`src/rtl/lcd_text_fifo_pkg.sv`:
```
// Shared types and constants for the USB-to-HD44780 text path.
package lcd_text_pkg;

  typedef enum logic [2:0] {
    ST_IDLE,
    ST_SETUP,
    ST_PULSE,
    ST_HOLD,
    ST_NIB2,
    ST_WAIT,
    ST_INIT
  } lcd_state_e;

  localparam logic [7:0] ESC_BYTE   = 8'h00;
  localparam logic [7:0] CMD_CLEAR  = 8'h01;
  localparam logic [7:0] CMD_HOME   = 8'h02;
  localparam logic [7:0] FUNC_SET_8 = 8'h38;
  localparam logic [7:0] FUNC_SET_4 = 8'h28;
  localparam logic [7:0] DISP_ON    = 8'h0C;
  localparam logic [7:0] ENTRY_INC  = 8'h06;

  // One LCD write: single = only the high nibble is sent (4-bit bus wake-up).
  typedef struct packed {
    logic       single;
    logic       slow;
    logic [7:0] data;
  } lcd_cmd_t;

  function automatic int unsigned max2(input int unsigned a, input int unsigned b);
    return (a > b) ? a : b;
  endfunction

  // Clear/home (0x01..0x03 decode) need the long busy wait.
  function automatic logic is_slow(input logic rs, input logic [7:0] b);
    return !rs && (b == CMD_CLEAR || b == CMD_HOME || b == 8'h03);
  endfunction

  // Power-up command list; 4-bit mode starts with the 3/3/3/2 nibble dance.
  function automatic lcd_cmd_t init_cmd(input logic bus4, input logic [2:0] idx);
    lcd_cmd_t c;
    c.single = 1'b0;
    c.slow   = 1'b0;
    c.data   = ENTRY_INC;
    if (bus4) begin
      case (idx)
        3'd0, 3'd1, 3'd2: begin c.single = 1'b1; c.data = 8'h30; end
        3'd3:             begin c.single = 1'b1; c.data = 8'h20; end
        3'd4:             c.data = FUNC_SET_4;
        3'd5:             c.data = DISP_ON;
        3'd6:             c.data = CMD_CLEAR;
        default:          c.data = ENTRY_INC;
      endcase
    end else begin
      case (idx)
        3'd0:    c.data = FUNC_SET_8;
        3'd1:    c.data = DISP_ON;
        3'd2:    c.data = CMD_CLEAR;
        default: c.data = ENTRY_INC;
      endcase
    end
    c.slow = c.single ? (c.data == 8'h30) : is_slow(1'b0, c.data);
    return c;
  endfunction

endpackage

```
`src/rtl/lcd_text_fifo_if.sv`:
```
// USB byte input and HD44780 output pins of the text FIFO.
interface lcd_text_fifo_if;
  logic       USB_FWRn;
  logic [7:0] USB_D;
  logic       FIFO_FULL;
  logic       OVERFLOW;
  logic       LCD_RS;
  logic       LCD_RW;
  logic       LCD_E;
  logic [7:0] LCD_DB;

  modport master (output USB_FWRn, USB_D,
                  input  FIFO_FULL, OVERFLOW, LCD_RS, LCD_RW, LCD_E, LCD_DB);
  modport slave  (input  USB_FWRn, USB_D,
                  output FIFO_FULL, OVERFLOW, LCD_RS, LCD_RW, LCD_E, LCD_DB);
endinterface

```
`src/rtl/lcd_text_fifo_sync_fifo.sv`:
```
// First-word-fall-through FIFO; pushes when full and pops when empty are ignored.
module lcd_sync_fifo #(
  parameter int unsigned DEPTH = 16,
  parameter int unsigned WIDTH = 9
) (
  input  logic             clk,
  input  logic             rst_n,
  input  logic             push,
  input  logic [WIDTH-1:0] din,
  input  logic             pop,
  output logic [WIDTH-1:0] dout,
  output logic             full,
  output logic             empty
);
  localparam int unsigned AW = $clog2(DEPTH);

  logic [WIDTH-1:0] mem_q [DEPTH];
  logic [AW-1:0]    wr_ptr_q, wr_ptr_d, rd_ptr_q, rd_ptr_d;
  logic [AW:0]      cnt_q, cnt_d;
  logic             wr_en, rd_en;

  assign full  = (cnt_q == (AW+1)'(DEPTH));
  assign empty = (cnt_q == '0);
  assign wr_en = push & ~full;
  assign rd_en = pop & ~empty;
  assign dout  = mem_q[rd_ptr_q];

  // Pointers wrap naturally since DEPTH is a power of two.
  always_comb begin
    wr_ptr_d = wr_ptr_q + AW'(wr_en);
    rd_ptr_d = rd_ptr_q + AW'(rd_en);
    cnt_d    = cnt_q + (AW+1)'(wr_en) - (AW+1)'(rd_en);
  end

  // Pointer/count state.
  always_ff @(posedge clk or negedge rst_n) begin
    if (!rst_n) begin
      wr_ptr_q <= '0;
      rd_ptr_q <= '0;
      cnt_q    <= '0;
    end else begin
      wr_ptr_q <= wr_ptr_d;
      rd_ptr_q <= rd_ptr_d;
      cnt_q    <= cnt_d;
    end
  end

  // Storage, no reset needed.
  always_ff @(posedge clk) begin
    if (wr_en) mem_q[wr_ptr_q] <= din;
  end
endmodule

```
`src/rtl/lcd_text_fifo.sv`:
```
// USB byte stream -> escape decode -> FIFO -> timed HD44780 write engine.
// Optional build macro LCD_INIT_SEQ_EN adds a power-up delay and LCD init sequence.
module lcd_text_fifo
  import lcd_text_pkg::*;
#(
  parameter int unsigned FIFO_DEPTH     = 16,
  parameter bit          BUS_4BIT       = 1'b0,
  parameter int unsigned SETUP_CLKS     = 2,
  parameter int unsigned E_PULSE_CLKS   = 6,
  parameter int unsigned CMD_WAIT_CLKS  = 1032,
  parameter int unsigned SLOW_WAIT_CLKS = 39360,
  parameter int unsigned POWERUP_CLKS   = 360000
) (
  input logic            CLK_USB,
  input logic            RSTn,
  lcd_text_fifo_if.slave bus
);
`ifdef LCD_INIT_SEQ_EN
  localparam bit INIT_EN = 1'b1;
`else
  localparam bit INIT_EN = 1'b0;
`endif
  localparam int unsigned WAIT_MAX = max2(max2(CMD_WAIT_CLKS, SLOW_WAIT_CLKS),
                                          max2(SETUP_CLKS, E_PULSE_CLKS));
  localparam int unsigned CNT_MAX  = INIT_EN ? max2(WAIT_MAX, POWERUP_CLKS) : WAIT_MAX;
  localparam int unsigned CNT_W    = $clog2(CNT_MAX);
  localparam logic [CNT_W-1:0] SETUP_LD = CNT_W'(SETUP_CLKS - 1);
  localparam logic [CNT_W-1:0] PULSE_LD = CNT_W'(E_PULSE_CLKS - 1);
  localparam logic [CNT_W-1:0] CMD_LD   = CNT_W'(CMD_WAIT_CLKS - 1);
  localparam logic [CNT_W-1:0] SLOW_LD  = CNT_W'(SLOW_WAIT_CLKS - 1);
  localparam logic [CNT_W-1:0] RST_CNT  = INIT_EN ? CNT_W'(POWERUP_CLKS - 1) : '0;
  localparam lcd_state_e       RST_ST   = INIT_EN ? ST_INIT : ST_IDLE;

  lcd_state_e       state_q, state_d;
  logic [CNT_W-1:0] cnt_q, cnt_d;
  logic             e_q, e_d, rs_q, rs_d, slow_q, slow_d, single_q, single_d;
  logic             nib_lo_q, nib_lo_d, esc_q, esc_d, ovf_q, ovf_d;
  logic [7:0]       db_q, db_d, byte_q, byte_d;
  logic             push, pop, fifo_full, fifo_empty, ld, ld_rs;
  logic [8:0]       push_din, fifo_dout;
  lcd_cmd_t         ld_cmd;

  lcd_sync_fifo #(.DEPTH(FIFO_DEPTH), .WIDTH(9)) u_fifo (
    .clk(CLK_USB), .rst_n(RSTn), .push(push), .din(push_din),
    .pop(pop), .dout(fifo_dout), .full(fifo_full), .empty(fifo_empty)
  );

  assign bus.FIFO_FULL = fifo_full;
  assign bus.OVERFLOW  = ovf_q;
  assign bus.LCD_RS    = rs_q;
  assign bus.LCD_RW    = 1'b0;
  assign bus.LCD_E     = e_q;
  assign bus.LCD_DB    = db_q;

  // Write side: a lone 0x00 arms the escape, the next byte becomes a command.
  always_comb begin
    push     = 1'b0;
    push_din = {1'b1, bus.USB_D};
    esc_d    = esc_q;
    ovf_d    = ovf_q;
    if (!bus.USB_FWRn) begin
      if (!esc_q && bus.USB_D == ESC_BYTE) begin
        esc_d = 1'b1;
      end else begin
        push     = 1'b1;
        push_din = {~esc_q, bus.USB_D};
        esc_d    = 1'b0;
        if (fifo_full) ovf_d = 1'b1;
      end
    end
  end

`ifdef LCD_INIT_SEQ_EN
  localparam logic [3:0] INIT_LEN = BUS_4BIT ? 4'd8 : 4'd4;
  logic [3:0] init_idx_q, init_idx_d;

  // Init command index; advances each time IDLE issues an init write.
  always_ff @(posedge CLK_USB or negedge RSTn) begin
    if (!RSTn) init_idx_q <= '0;
    else       init_idx_q <= init_idx_d;
  end
`endif

  // Write engine next state: load a byte, setup, E pulse, hold, optional second nibble, busy wait.
  always_comb begin
    state_d  = state_q;
    cnt_d    = cnt_q;
    e_d      = e_q;
    rs_d     = rs_q;
    db_d     = db_q;
    byte_d   = byte_q;
    slow_d   = slow_q;
    single_d = single_q;
    nib_lo_d = nib_lo_q;
    pop      = 1'b0;
    ld       = 1'b0;
    ld_rs    = 1'b1;
    ld_cmd   = '0;
`ifdef LCD_INIT_SEQ_EN
    init_idx_d = init_idx_q;
`endif
    case (state_q)
      ST_INIT: begin
        if (cnt_q == '0) state_d = ST_IDLE;
        else             cnt_d   = cnt_q - CNT_W'(1);
      end
      ST_IDLE: begin
`ifdef LCD_INIT_SEQ_EN
        if (init_idx_q != INIT_LEN) begin
          ld         = 1'b1;
          ld_rs      = 1'b0;
          ld_cmd     = init_cmd(BUS_4BIT, init_idx_q[2:0]);
          init_idx_d = init_idx_q + 4'd1;
        end else
`endif
        if (!fifo_empty) begin
          ld          = 1'b1;
          pop         = 1'b1;
          ld_rs       = fifo_dout[8];
          ld_cmd.data = fifo_dout[7:0];
          ld_cmd.slow = is_slow(fifo_dout[8], fifo_dout[7:0]);
        end
        if (ld) begin
          rs_d     = ld_rs;
          byte_d   = ld_cmd.data;
          slow_d   = ld_cmd.slow;
          single_d = ld_cmd.single;
          nib_lo_d = 1'b0;
          db_d     = BUS_4BIT ? {ld_cmd.data[7:4], 4'h0} : ld_cmd.data;
          cnt_d    = SETUP_LD;
          state_d  = ST_SETUP;
        end
      end
      ST_SETUP: begin
        if (cnt_q == '0) begin
          e_d     = 1'b1;
          cnt_d   = PULSE_LD;
          state_d = ST_PULSE;
        end else cnt_d = cnt_q - CNT_W'(1);
      end
      ST_PULSE: begin
        if (cnt_q == '0) begin
          e_d     = 1'b0;
          state_d = ST_HOLD;
        end else cnt_d = cnt_q - CNT_W'(1);
      end
      ST_HOLD: begin
        if (BUS_4BIT && !single_q && !nib_lo_q) begin
          state_d = ST_NIB2;
        end else begin
          cnt_d   = slow_q ? SLOW_LD : CMD_LD;
          state_d = ST_WAIT;
        end
      end
      ST_NIB2: begin
        db_d     = {byte_q[3:0], 4'h0};
        nib_lo_d = 1'b1;
        cnt_d    = SETUP_LD;
        state_d  = ST_SETUP;
      end
      ST_WAIT: begin
        if (cnt_q == '0) state_d = ST_IDLE;
        else             cnt_d   = cnt_q - CNT_W'(1);
      end
      default: state_d = ST_IDLE;
    endcase
  end

  // All engine/outputs registered; async reset drops LCD_E immediately.
  always_ff @(posedge CLK_USB or negedge RSTn) begin
    if (!RSTn) begin
      state_q  <= RST_ST;
      cnt_q    <= RST_CNT;
      e_q      <= 1'b0;
      rs_q     <= 1'b0;
      db_q     <= '0;
      byte_q   <= '0;
      slow_q   <= 1'b0;
      single_q <= 1'b0;
      nib_lo_q <= 1'b0;
      esc_q    <= 1'b0;
      ovf_q    <= 1'b0;
    end else begin
      state_q  <= state_d;
      cnt_q    <= cnt_d;
      e_q      <= e_d;
      rs_q     <= rs_d;
      db_q     <= db_d;
      byte_q   <= byte_d;
      slow_q   <= slow_d;
      single_q <= single_d;
      nib_lo_q <= nib_lo_d;
      esc_q    <= esc_d;
      ovf_q    <= ovf_d;
    end
  end
endmodule

```
`src/flat_wrapper.sv`:
```
// flat-port wrapper written by rule: the top's interface ports become plain ports
module lcd_text_fifo_flat import lcd_text_pkg::*;
#(
  parameter int unsigned FIFO_DEPTH     = 16,
  parameter bit          BUS_4BIT       = 1'b0,
  parameter int unsigned SETUP_CLKS     = 2,
  parameter int unsigned E_PULSE_CLKS   = 6,
  parameter int unsigned CMD_WAIT_CLKS  = 1032,
  parameter int unsigned SLOW_WAIT_CLKS = 39360,
  parameter int unsigned POWERUP_CLKS   = 360000
)
  (CLK_USB, RSTn, bus_USB_FWRn, bus_USB_D, bus_FIFO_FULL, bus_OVERFLOW, bus_LCD_RS, bus_LCD_RW, bus_LCD_E, bus_LCD_DB);
  lcd_text_fifo_if bus_i ();
  input logic CLK_USB;
  input logic RSTn;
  input wire logic [$bits(bus_i.USB_FWRn)-1:0] bus_USB_FWRn;
  input wire logic [$bits(bus_i.USB_D)-1:0] bus_USB_D;
  output wire logic [$bits(bus_i.FIFO_FULL)-1:0] bus_FIFO_FULL;
  output wire logic [$bits(bus_i.OVERFLOW)-1:0] bus_OVERFLOW;
  output wire logic [$bits(bus_i.LCD_RS)-1:0] bus_LCD_RS;
  output wire logic [$bits(bus_i.LCD_RW)-1:0] bus_LCD_RW;
  output wire logic [$bits(bus_i.LCD_E)-1:0] bus_LCD_E;
  output wire logic [$bits(bus_i.LCD_DB)-1:0] bus_LCD_DB;
  assign bus_i.USB_FWRn = bus_USB_FWRn;
  assign bus_i.USB_D = bus_USB_D;
  assign bus_FIFO_FULL = bus_i.FIFO_FULL;
  assign bus_OVERFLOW = bus_i.OVERFLOW;
  assign bus_LCD_RS = bus_i.LCD_RS;
  assign bus_LCD_RW = bus_i.LCD_RW;
  assign bus_LCD_E = bus_i.LCD_E;
  assign bus_LCD_DB = bus_i.LCD_DB;
  lcd_text_fifo #(.FIFO_DEPTH(FIFO_DEPTH), .BUS_4BIT(BUS_4BIT), .SETUP_CLKS(SETUP_CLKS), .E_PULSE_CLKS(E_PULSE_CLKS), .CMD_WAIT_CLKS(CMD_WAIT_CLKS), .SLOW_WAIT_CLKS(SLOW_WAIT_CLKS), .POWERUP_CLKS(POWERUP_CLKS)) u_core (.CLK_USB(CLK_USB), .RSTn(RSTn), .bus(bus_i));
endmodule
```
`config.mk`:
```
export PLATFORM = sky130hd
export DESIGN_NAME = lcd_text_fifo_flat
export DESIGN_NICKNAME = d
export VERILOG_FILES = /design/src/rtl/lcd_text_fifo_pkg.sv /design/src/rtl/lcd_text_fifo_if.sv /design/src/rtl/lcd_text_fifo_sync_fifo.sv /design/src/rtl/lcd_text_fifo.sv /design/src/flat_wrapper.sv
export SDC_FILE = /design/constraint.sdc
export NUM_CORES = 1
export LEC_CHECK = 0
export ABC_AREA = 1
export BUFFER_PORTS_ARGS = -buffer_cell sky130_fd_sc_hd__buf_4
export CORE_UTILIZATION = 42
export CTS_BUF_LIST = sky130_fd_sc_hd__clkbuf_8
export DETAILED_ROUTE_END_ITERATION = 8
export PLACE_DENSITY = 0.68
export SLEW_MARGIN = 20
export SYNTH_ARGS = -nofsm -noshare
export SYNTH_HDL_FRONTEND = slang
export SYNTH_HIERARCHICAL = 1
export SYNTH_SLANG_ARGS = --single-unit
```
`constraint.sdc`:
```
create_clock -name CLK_USB -period 3.6 [get_ports CLK_USB]
set_clock_uncertainty 0.2 [all_clocks]
set_input_delay 0.72 -clock CLK_USB [delete_from_list [all_inputs] [get_ports CLK_USB]]
set_output_delay 0.72 -clock CLK_USB [all_outputs]
set_load 0.01 [all_outputs]
```
### After elaboration in Yosys (flattened, before gate mapping)

Memory sizes are Yosys's and may differ from the RTL's.
Cells that the tools add are included.

* flip-flop bits (word level): 49
* word-level logic and storage cells: 88
* bits of input ports: 11
* RAM bits: 144
* memories kept: 1

* bitwise gates (word level): 7
* equal/unequal tests: 15
* muxes and demuxes: 27
* reductions and logical operators: 21
* add/subtract/negate cells: 5

Memory list
* u_core.u_fifo.mem_q: depth 16, bits a word 9, read ports 1, clocked after Yosys merged registers in 0, write ports 1, RTL line lcd_text_fifo_sync_fifo.sv:17 `logic [WIDTH-1:0] mem_q [DEPTH];`

Operators by type and width (count)
* case mux 16 bit (5 select lines): 1
* two-way mux 16 bit: 4
* two-way mux 9 bit: 3
* case mux 3 bit (6 select lines): 1
* equality test 8 x 2 -> 1 bit, second input constant: 2
* logical NOT 16 bit: 1
* case mux 8 bit (2 select lines): 1
* subtractor 16 x 1 -> 16 bit, second input constant: 1
* two-way mux 3 bit: 4
* two-way mux 1 bit: 11
* equality test 3 bit, second input constant: 3
* AND reduction 3 bit: 3
* adder 4 x 1 -> 4 bit: 2
* equality test 8 x 1 -> 1 bit, second input constant: 1
* logical NOT 8 bit: 1
* two-way mux 8 bit: 1
* != test 2 x 1 -> 1 bit, second input constant: 4
* equality test 3 x 2 -> 1 bit, second input constant: 2
* adder 5 x 1 -> 5 bit: 1
* equality test 5 bit, second input constant: 1
* logical NOT 5 bit: 1
* inverter 1 bit: 5
* nonzero test 5 bit: 1
* subtractor 5 x 1 -> 5 bit: 1
* other kinds (13): 19

### Depth between registers and ports, before layout

Gate-level depths: netlist (run 1).
An unclocked memory read counts as a cell.

* depth after elaboration: 8
* gate-level depth with buffers: 18

### Cells and area by module

The synthesis (run 1) kept the hierarchy.

Modules (own cells, without submodules)
* lcd_sync_fifo: area an instance 6789.0 µm², instances 1, cells each 655
* lcd_text_fifo: area an instance 2075.7 µm², instances 1, cells each 291

### Worst setup path after synthesis (run 1)

Ideal clock, no wire load.

* kind: in2reg
* from: input bus_USB_D[1]
* to: register u_core.u_fifo.cnt_q[4]
* stages on the path: 12
* library setup time: 0.118 ns
* data arrival time: 2.439 ns
* data required time: 3.282 ns
* path slack: 0.843 ns
* cells stage by stage: nor4_1 > a31oi_1 > o21ai_1 > ha_1 > inv_1 > ha_1 > inv_1 > fa_1 > o21ai_0 > nand2_1 > nand3b_1 > nand2_1

* word-level cells in the longest chain between the ends: 7

RTL lines
* start, declared: RTL line flat_wrapper.sv:17 `input wire logic [$bits(bus_i.USB_D)-1:0] bus_USB_D;`
* logical NOT 8 bit: RTL line lcd_text_fifo.sv:62 `if (!esc_q && bus.USB_D == ESC_BYTE) begin`
* logical AND 1 bit: RTL line lcd_text_fifo.sv:62
* two-way mux 1 bit: RTL line lcd_text_fifo.sv:62
* two-way mux 1 bit: RTL line lcd_text_fifo.sv:61 `if (!bus.USB_FWRn) begin`
* via u_core.push: RTL line lcd_text_fifo.sv:39 `logic push, pop, fifo_full, fifo_empty, ld, ld_rs;`
* AND 1 bit: RTL line lcd_text_fifo_sync_fifo.sv:24 `assign wr_en = push & ~full;`
* adder 5 x 1 -> 5 bit: RTL line lcd_text_fifo_sync_fifo.sv:32 `cnt_d = cnt_q + (AW+1)'(wr_en) - (AW+1)'(rd_en);`
* subtractor 5 x 1 -> 5 bit: RTL line lcd_text_fifo_sync_fifo.sv:32
* via u_core.u_fifo.cnt_d[4]: RTL line lcd_text_fifo_sync_fifo.sv:19 `logic [AW:0] cnt_q, cnt_d;`
* end signal, assigned: RTL line lcd_text_fifo_sync_fifo.sv:44 `cnt_q <= cnt_d;`
* end, declared: RTL line lcd_text_fifo_sync_fifo.sv:19

The timed path passes the listed nets, and every way through them passes these cells.
A chain may end at the register's enable or synchronous reset.

### Worst setup path after layout (run 1)

* from: input bus_USB_D[3]
* to: register u_core.u_fifo.cnt_q[4]

Same word-level chain as after synthesis.

==> results.py, run 1 <==
metrics = {
    "grt": {
        "met2_usage_pct": 30.87,
        "antenna_found_initial": 0,
        "use_met3_pct": 3.323,
        "grt_pass1_wl_mm": 30.80,
        "overflow": 0,
        "grt_max_degree": 92,
        "grt-busiest-layer": "met2",
        "grt_pass1_vias": 5882,
        "grt_usage_pct": 18.57,
        "met1_usage_pct": 25.04,
    },
    "setup_path": {
        "crit_path_start_kind": "input pin",
        "crit_type": "input pin to flop",
        "endpoint_kind": "flop",
        "crit_chain": "buf_4 -> nor4_1 -> a31oi_1 -> o21ai_1 -> ha_1 -> inv_1 -> ha_1 -> inv_1 -> fa_1 -> o21ai_0 -> nand2_1 -> nand3b_1 -> nand2_1",
        "cp_max_fo": 17,
        "max_stage_delay_ns": 0.48,
        "arrival_ns": 3.09,
        "crit_required_ns": 3.76,
        "slowest_stage": "nor4_1",
    },
    "clocking": {
        "clockRootBuffer": "clkbuf_8",
        "clock_path_buffers": 2,
        "clk_pin_slew_worst_paths_ns": 0.13,
        "cts_tree": "built",
        "cts_resized": 0,
        "cts.sinks": 193,
        "htreeDepth": 4,
        "cts_buffers": 17,
        "insertion_delay_ns": 0.47,
        "hold_buffers": 0,
        "postCtsSetupRepairBufs": 0,
    },
    "synth": {
        "netlist_top_cells_count": "361 x nand2_1, 144 x edfxtp_1, 111 x nor2_1",
        "syn_avg_cell_area_um2": 9.371,
        "synth_most_common_cell": "nand2_1",
        "synth_warnings": 6,
        "ys_ff_latch": 193,
        "synth_ff_type": "edfxtp_1",
        "synth.distinct_cells": 39,
        "synthCells": 946,
        "synth_area_leaders": "edfxtp_1 49%, nand2_1 15%, dfrtp_1 14%",
        "syn_nets": 969,
        "synth_top_area_share_pct": 48.78,
        "yosys.area.top_type": "edfxtp_1",
        "synth_area_um2": 8865,
        "synth-async-reset-ratio_pct": 25.39,
        "synth_edf_count": 144,
        "seq_area_frac_synth_pct": 62.61,
    },
    "sta": {
        "tns_ns": 0,
        "rsz0062_at_grt": "no",
        "max_clock_freq_ghz": 0.3412,
        "post-route-period-util_pct": 81.40,
        "drv_slew": 0,
        "finalHoldViolations": 0,
        "tightest_slew_ns": 1.038,
        "min_period_ns": 2.930,
        "maxSlewHeadroom_pct": 30.52,
        "finalWorstSetupSlack_ns": 0.6696,
        "setup_violations": 0,
    },
    "power": {
        "comb_power_share_pct": 12.1,
        "switching_share_pct": 28.47,
        "power_frac_seq_pct": 56.6,
        "p_int_mw": 3.420,
        "ir_worst_vdd_v": 0.0002989,
        "p_leak_nw": 4.434,
        "powerDensity_nw_per_um2": 488.6,
        "power_switching_mw": 1.361,
        "clockPowerShare_pct": 31.2,
    },
    "hold_path": {
        "worst_hold_path_type": "input pin to asynchronous set/reset pin",
    },
    "finish": {
        "layout-drive-gt1-share_pct": 9.366,
        "num_antenna_cells": 0,
        "nNetsFinal": 1003,
        "multiInputGateArea_um2": 2736,
        "fill_cells": 1924,
        "areaGrowthSynthToFinish_pct": 10.37,
        "seqCellArea_um2": 5552,
    },
    "route": {
        "vias_per_cell": 4.867,
        "initialDrtViolationCount": 429,
        "firstDrtPassIters": 5,
        "vias": 6147,
        "ant_nets": 0,
        "wirelength_mm": 19.02,
        "drc": 0,
        "wl_per_cell_um": 15.06,
    },
    "floorplan": {
        "die_x_um": 147.3,
        "die_h_um": 147.3,
        "ios": 24,
        "row_count": 52,
        "start_util_pct": 43.25,
        "die-area_um2": 21690,
        "coreArea_um2": 20490,
    },
    "placed_design": {
        "pre_cts_ws_ns": 0.1551,
        "gp_congestion": 0.8156,
        "dp_hpwl_mm": 12.11,
        "port_buffers": 22,
    },
    "outcome": {
        "status": "complete, no violations",
    },
    "run": {
        "drv_cap": 0,
    },
}
==> logic make-up (layout without fill, tap and decap cells) <==
group	after synthesis	after routing	share of synthesized area [%]
xor+xnor	13	13	1.284
compound gates	27	27	1.778
flops	193	193	62.61
other cells	1	1	0.04230
fa+ha+maj	12	12	1.778
simple gates	564	564	25.98
buf+inv	136	183	6.521
==> final cells by class <==
cell class / instances / share of cell area (%)
Multi-Input combinational cell: 617 / 27.97
Tap cell: 270 / 3.453
Clock inverter: 15 / 2.059
Clock buffer: 17 / 2.391
Timing Repair Buffer: 41 / 3.146
Sequential cell: 193 / 56.74
Inverter: 110 / 4.246
==> flip-flops by register name, summed over array words and instances, names as in the netlist, 3 cells and up <==
signal and cells:
u_core/u_fifo/cnt_q 5, u_core/u_fifo/mem_q 144, u_core/cnt_q 16, u_core/state_q 3, u_core/u_fifo/wr_ptr_q 4, u_core/byte_q 4
u_core/bus.LCD_DB 8, u_core/u_fifo/rd_ptr_q 4
==> critical path, delay by kind of cell <==
kind | cells | cell delay (ns)
AND/OR/NAND/NOR | 4 | 0.70
buffers and inverters | 3 | 0.29
AO/OA/AOI/OAI | 3 | 0.57
adder cells (fa/ha/maj) | 3 | 0.80
==> through the flow <==
step / total power [mW] / instances / hold WS, ns / area (um^2) / utilization, %
floorplan: 3.125 / 946 / 0.2244 / 8865 / -
global placement: 3.324 / 1231 / 0.2515 / 9349 / 45.62
detailed placement: 3.343 / 1231 / 0.2556 / 9349 / 45.62
CTS: 4.815 / 1263 / 0.07173 / 9784 / 47.74
global route: 5.003 / 1263 / 0.08805 / 9784 / 47.74
finish: 4.781 / 1263 / 0.04590 / 9784 / 47.74
==> power by group through the flow <==
stage	registers [mW]	clock network (mW)	logic [mW]
3_5_place_dp	2.76	0	0.582
3_3_place_gp	2.75	0	0.571
4_1_cts	2.71	1.52	0.586
5_1_grt	2.73	1.61	0.666
2_1_floorplan	2.74	0	0.388
6_report	2.71	1.49	0.580
==> layout by cell type (no fill, tap or decap), types with 3 or more instances in the layout <==
cell and count:
nand2_1 361, edfxtp_1 144, nor2_1 111, inv_1 103, nand3_1 69, dfrtp_1 48, buf_4 41, clkbuf_8 17
o21ai_0 13, ha_1 11, xor2_1 9, inv_2 5, a21oi_1 5, clkinv_8 4, inv_8 4, nand4_1 4
xnor2_1 4, nor2_4 3
==> final timing paths <==
check                                  startpoint                   endpoint  slack (ns)  cells after the start
max                                  bus_USB_D[3]     u_core/u_fifo/cnt_q[4]        0.67                     13
max in group asynchronous                    RSTn  u_core/u_fifo/rd_ptr_q[0]        2.65                      1
min                                          RSTn            u_core/cnt_q[4]        0.05                      1
max reg2reg                u_core/u_fifo/cnt_q[2]     u_core/u_fifo/cnt_q[4]        0.82                     16
min reg2reg                   u_core/bus.OVERFLOW        u_core/bus.OVERFLOW        0.27                      2
min in group CLK_USB                 bus_USB_FWRn               u_core/esc_q        0.26                      2
==> metal layers <==
layer | wire [um] | share of wire [%]
met3 | 875 | 4.6
met5 | 0 | 0
met1 | 8818 | 46
met2 | 9107 | 48
met4 | 217 | 1.1
Note: power is estimated with default switching activity, not from simulation.
==> run 2: changes to the inputs <==
clock period = 2.9 ns   (was 3.6 ns; I/O delays follow)
==> results.py, run 2 (synthesis results as in run 1) <==
metrics = {
    "grt": {
        "overflow": 0,
        "grt_usage_pct": 18.73,
        "grt_pass1_wl_mm": 30.75,
        "grt_max_degree": 61,
        "grt_pass1_vias": 5773,
        "antenna_found_initial": 0,
    },
    "sta": {
        "min_period_ns": 2.710,
        "drv_slew": 0,
        "setup_violations": 0,
        "post-route-period-util_pct": 93.45,
        "whs_ns": 0.1048,
        "tightest_slew_ns": 0.8917,
        "maxSlewHeadroom_pct": 40.33,
        "finalHoldViolations": 0,
        "max_clock_freq_ghz": 0.3690,
        "finalWorstSetupSlack_ns": 0.1900,
    },
    "clocking": {
        "insertion_delay_ns": 0.47,
        "clk_pin_slew_worst_paths_ns": 0.10,
        "cts_tree": "built",
        "clock_path_buffers": 2,
        "cts_buffers": 17,
        "cts.sinks": 193,
        "clockRootBuffer": "clkbuf_8",
        "postCtsSetupRepairBufs": 0,
        "htreeDepth": 4,
    },
    "setup_path": {
        "crit_chain": "inv_1 -> ha_1 -> nand2_2 -> nor2_2 -> nor2_1 -> o21ai_0 -> inv_1 -> ha_1 -> inv_1 -> ha_1 -> inv_1 -> fa_2 -> o21ai_1 -> nand2_1 -> nand3b_1 -> nand2_1",
        "cp_max_fo": 4,
        "arrival_ns": 2.87,
        "slowest_stage": "dfrtp_1",
        "crit_path_start_kind": "flop",
        "cp_common_cell": "inv_1",
        "max_stage_delay_ns": 0.36,
        "crit_family": "adder cells",
        "crit_buf_inv": 4,
        "crit_required_ns": 3.06,
        "endpoint_kind": "flop",
        "crit_type": "flop to flop",
    },
    "placed_design": {
        "dp_hpwl_mm": 12.89,
        "port_buffers": 22,
        "gp_congestion": 0.8442,
        "dp.cells": 1232,
        "pre_cts_ws_ns": -0.1001,
    },
    "power": {
        "clockPowerShare_pct": 31.4,
        "power_frac_seq_pct": 56.1,
        "powerDensity_nw_per_um2": 611.2,
        "p_int_mw": 4.384,
        "power_mw": 6.004,
        "comb_power_share_pct": 12.5,
        "power_switching_mw": 1.619,
        "p_leak_nw": 4.438,
        "switching_share_pct": 26.97,
        "ir_worst_vdd_v": 0.0003303,
    },
    "floorplan": {
        "die_x_um": 147.3,
        "ios": 24,
        "die-area_um2": 21690,
        "coreArea_um2": 20490,
        "row_count": 52,
        "die_h_um": 147.3,
        "start_util_pct": 43.25,
    },
    "finish": {
        "finalNonFillerCells": 1265,
        "largest-register": "u_core/u_fifo/mem_q",
        "post-route-util_pct": 47.92,
        "largest_reg_flops": 144,
        "num_antenna_cells": 0,
        "nNetsFinal": 1005,
        "areaGrowthSynthToFinish_pct": 10.80,
        "layout-drive-gt1-share_pct": 9.749,
        "mostFrequentLayoutCells": "360 x nand2_1, 144 x edfxtp_1, 110 x nor2_1, 104 x inv_1, 69 x nand3_1",
        "final_common_cell": "nand2_1",
    },
    "route": {
        "wl_per_cell_um": 15.09,
        "firstDrtPassIters": 7,
        "initialDrtViolationCount": 569,
        "vias": 6145,
        "vias_per_cell": 4.858,
        "ant_nets": 0,
        "wirelength_mm": 19.09,
        "drc": 0,
    },
    "hold_path": {
        "worst_hold_path_type": "input pin to flop",
    },
    "outcome": {
        "status": "complete, no violations",
    },
    "run": {
        "drv_cap": 0,
    },
}
## run 2: cell count changes in the layout (fill, tap and decap cells not counted), moves of 2 or more
cell,delta
clkinvlp_4,+2
inv_12,-2
bufinv_16,+2
clkinv_8,-3
## run 2: worst paths after layout
path                                        endpoint  cells after the start              startpoint  slack [ns]
setup / recovery              u_core/u_fifo/cnt_q[4]                     16  u_core/u_fifo/cnt_q[2]        0.19
hold reg to reg                  u_core/bus.OVERFLOW                      2     u_core/bus.OVERFLOW        0.27
max in group asynchronous  u_core/u_fifo/rd_ptr_q[0]                      2                    RSTn        1.54
hold / removal                          u_core/esc_q                      2            bus_USB_FWRn        0.10
setup reg to reg              u_core/u_fifo/cnt_q[4]                     16  u_core/u_fifo/cnt_q[2]        0.19
min in group asynchronous            u_core/cnt_q[4]                      2                    RSTn        0.48
## run 2: metrics by stage
| step | cell area [um^2] | setup TNS (ns) |
|---|---|---|
| after floorplan | 8865 | 0 |
| after global placement | 9369 | -0.09299 |
| after detailed placement | 9369 | -0.1001 |
| after CTS | 9814 | 0 |
| after global routing | 9822 | -0.01185 |
| final | 9822 | 0 |
## run 2: power by group through the flow
stage / registers (mW) / logic [mW] / clock network, mW
after detailed placement: 3.43 / 0.730 / 0
after CTS: 3.36 / 0.736 / 1.92
after floorplan: 3.40 / 0.482 / 0
after global routing: 3.39 / 0.856 / 2.02
after global placement: 3.42 / 0.702 / 0
final: 3.37 / 0.750 / 1.89
## run 2: what timing repair did
item / in CTS / in global routing
hold buffers: 1 / 0
setup endpoints to repair: 0 / 2
endpoints found under the hold margin: 49 / 0
gates resized for setup: 0 / 4
## run 2: cell type report
| class | count | area (um^2) |
|---|---|---|
| multi-input combinational | 617 | 2744 |
| fill | 1888 | 10670 |
| clock inverter | 15 | 201.4 |
| timing repair buffer | 43 | 337.8 |
| sequential | 193 | 5552 |
| inverter | 110 | 415.4 |
| tap | 270 | 337.8 |
| clock buffer | 17 | 234.0 |
## run 2: per-layer routing
metal	vias up	wire length [um]	track usage [%]
met1	2862	9085	26.23
li1	3081	-	-
met4	0	459	7.835
met3	32	876	3.509
met2	170	8667	28.58
met5	-	0	0
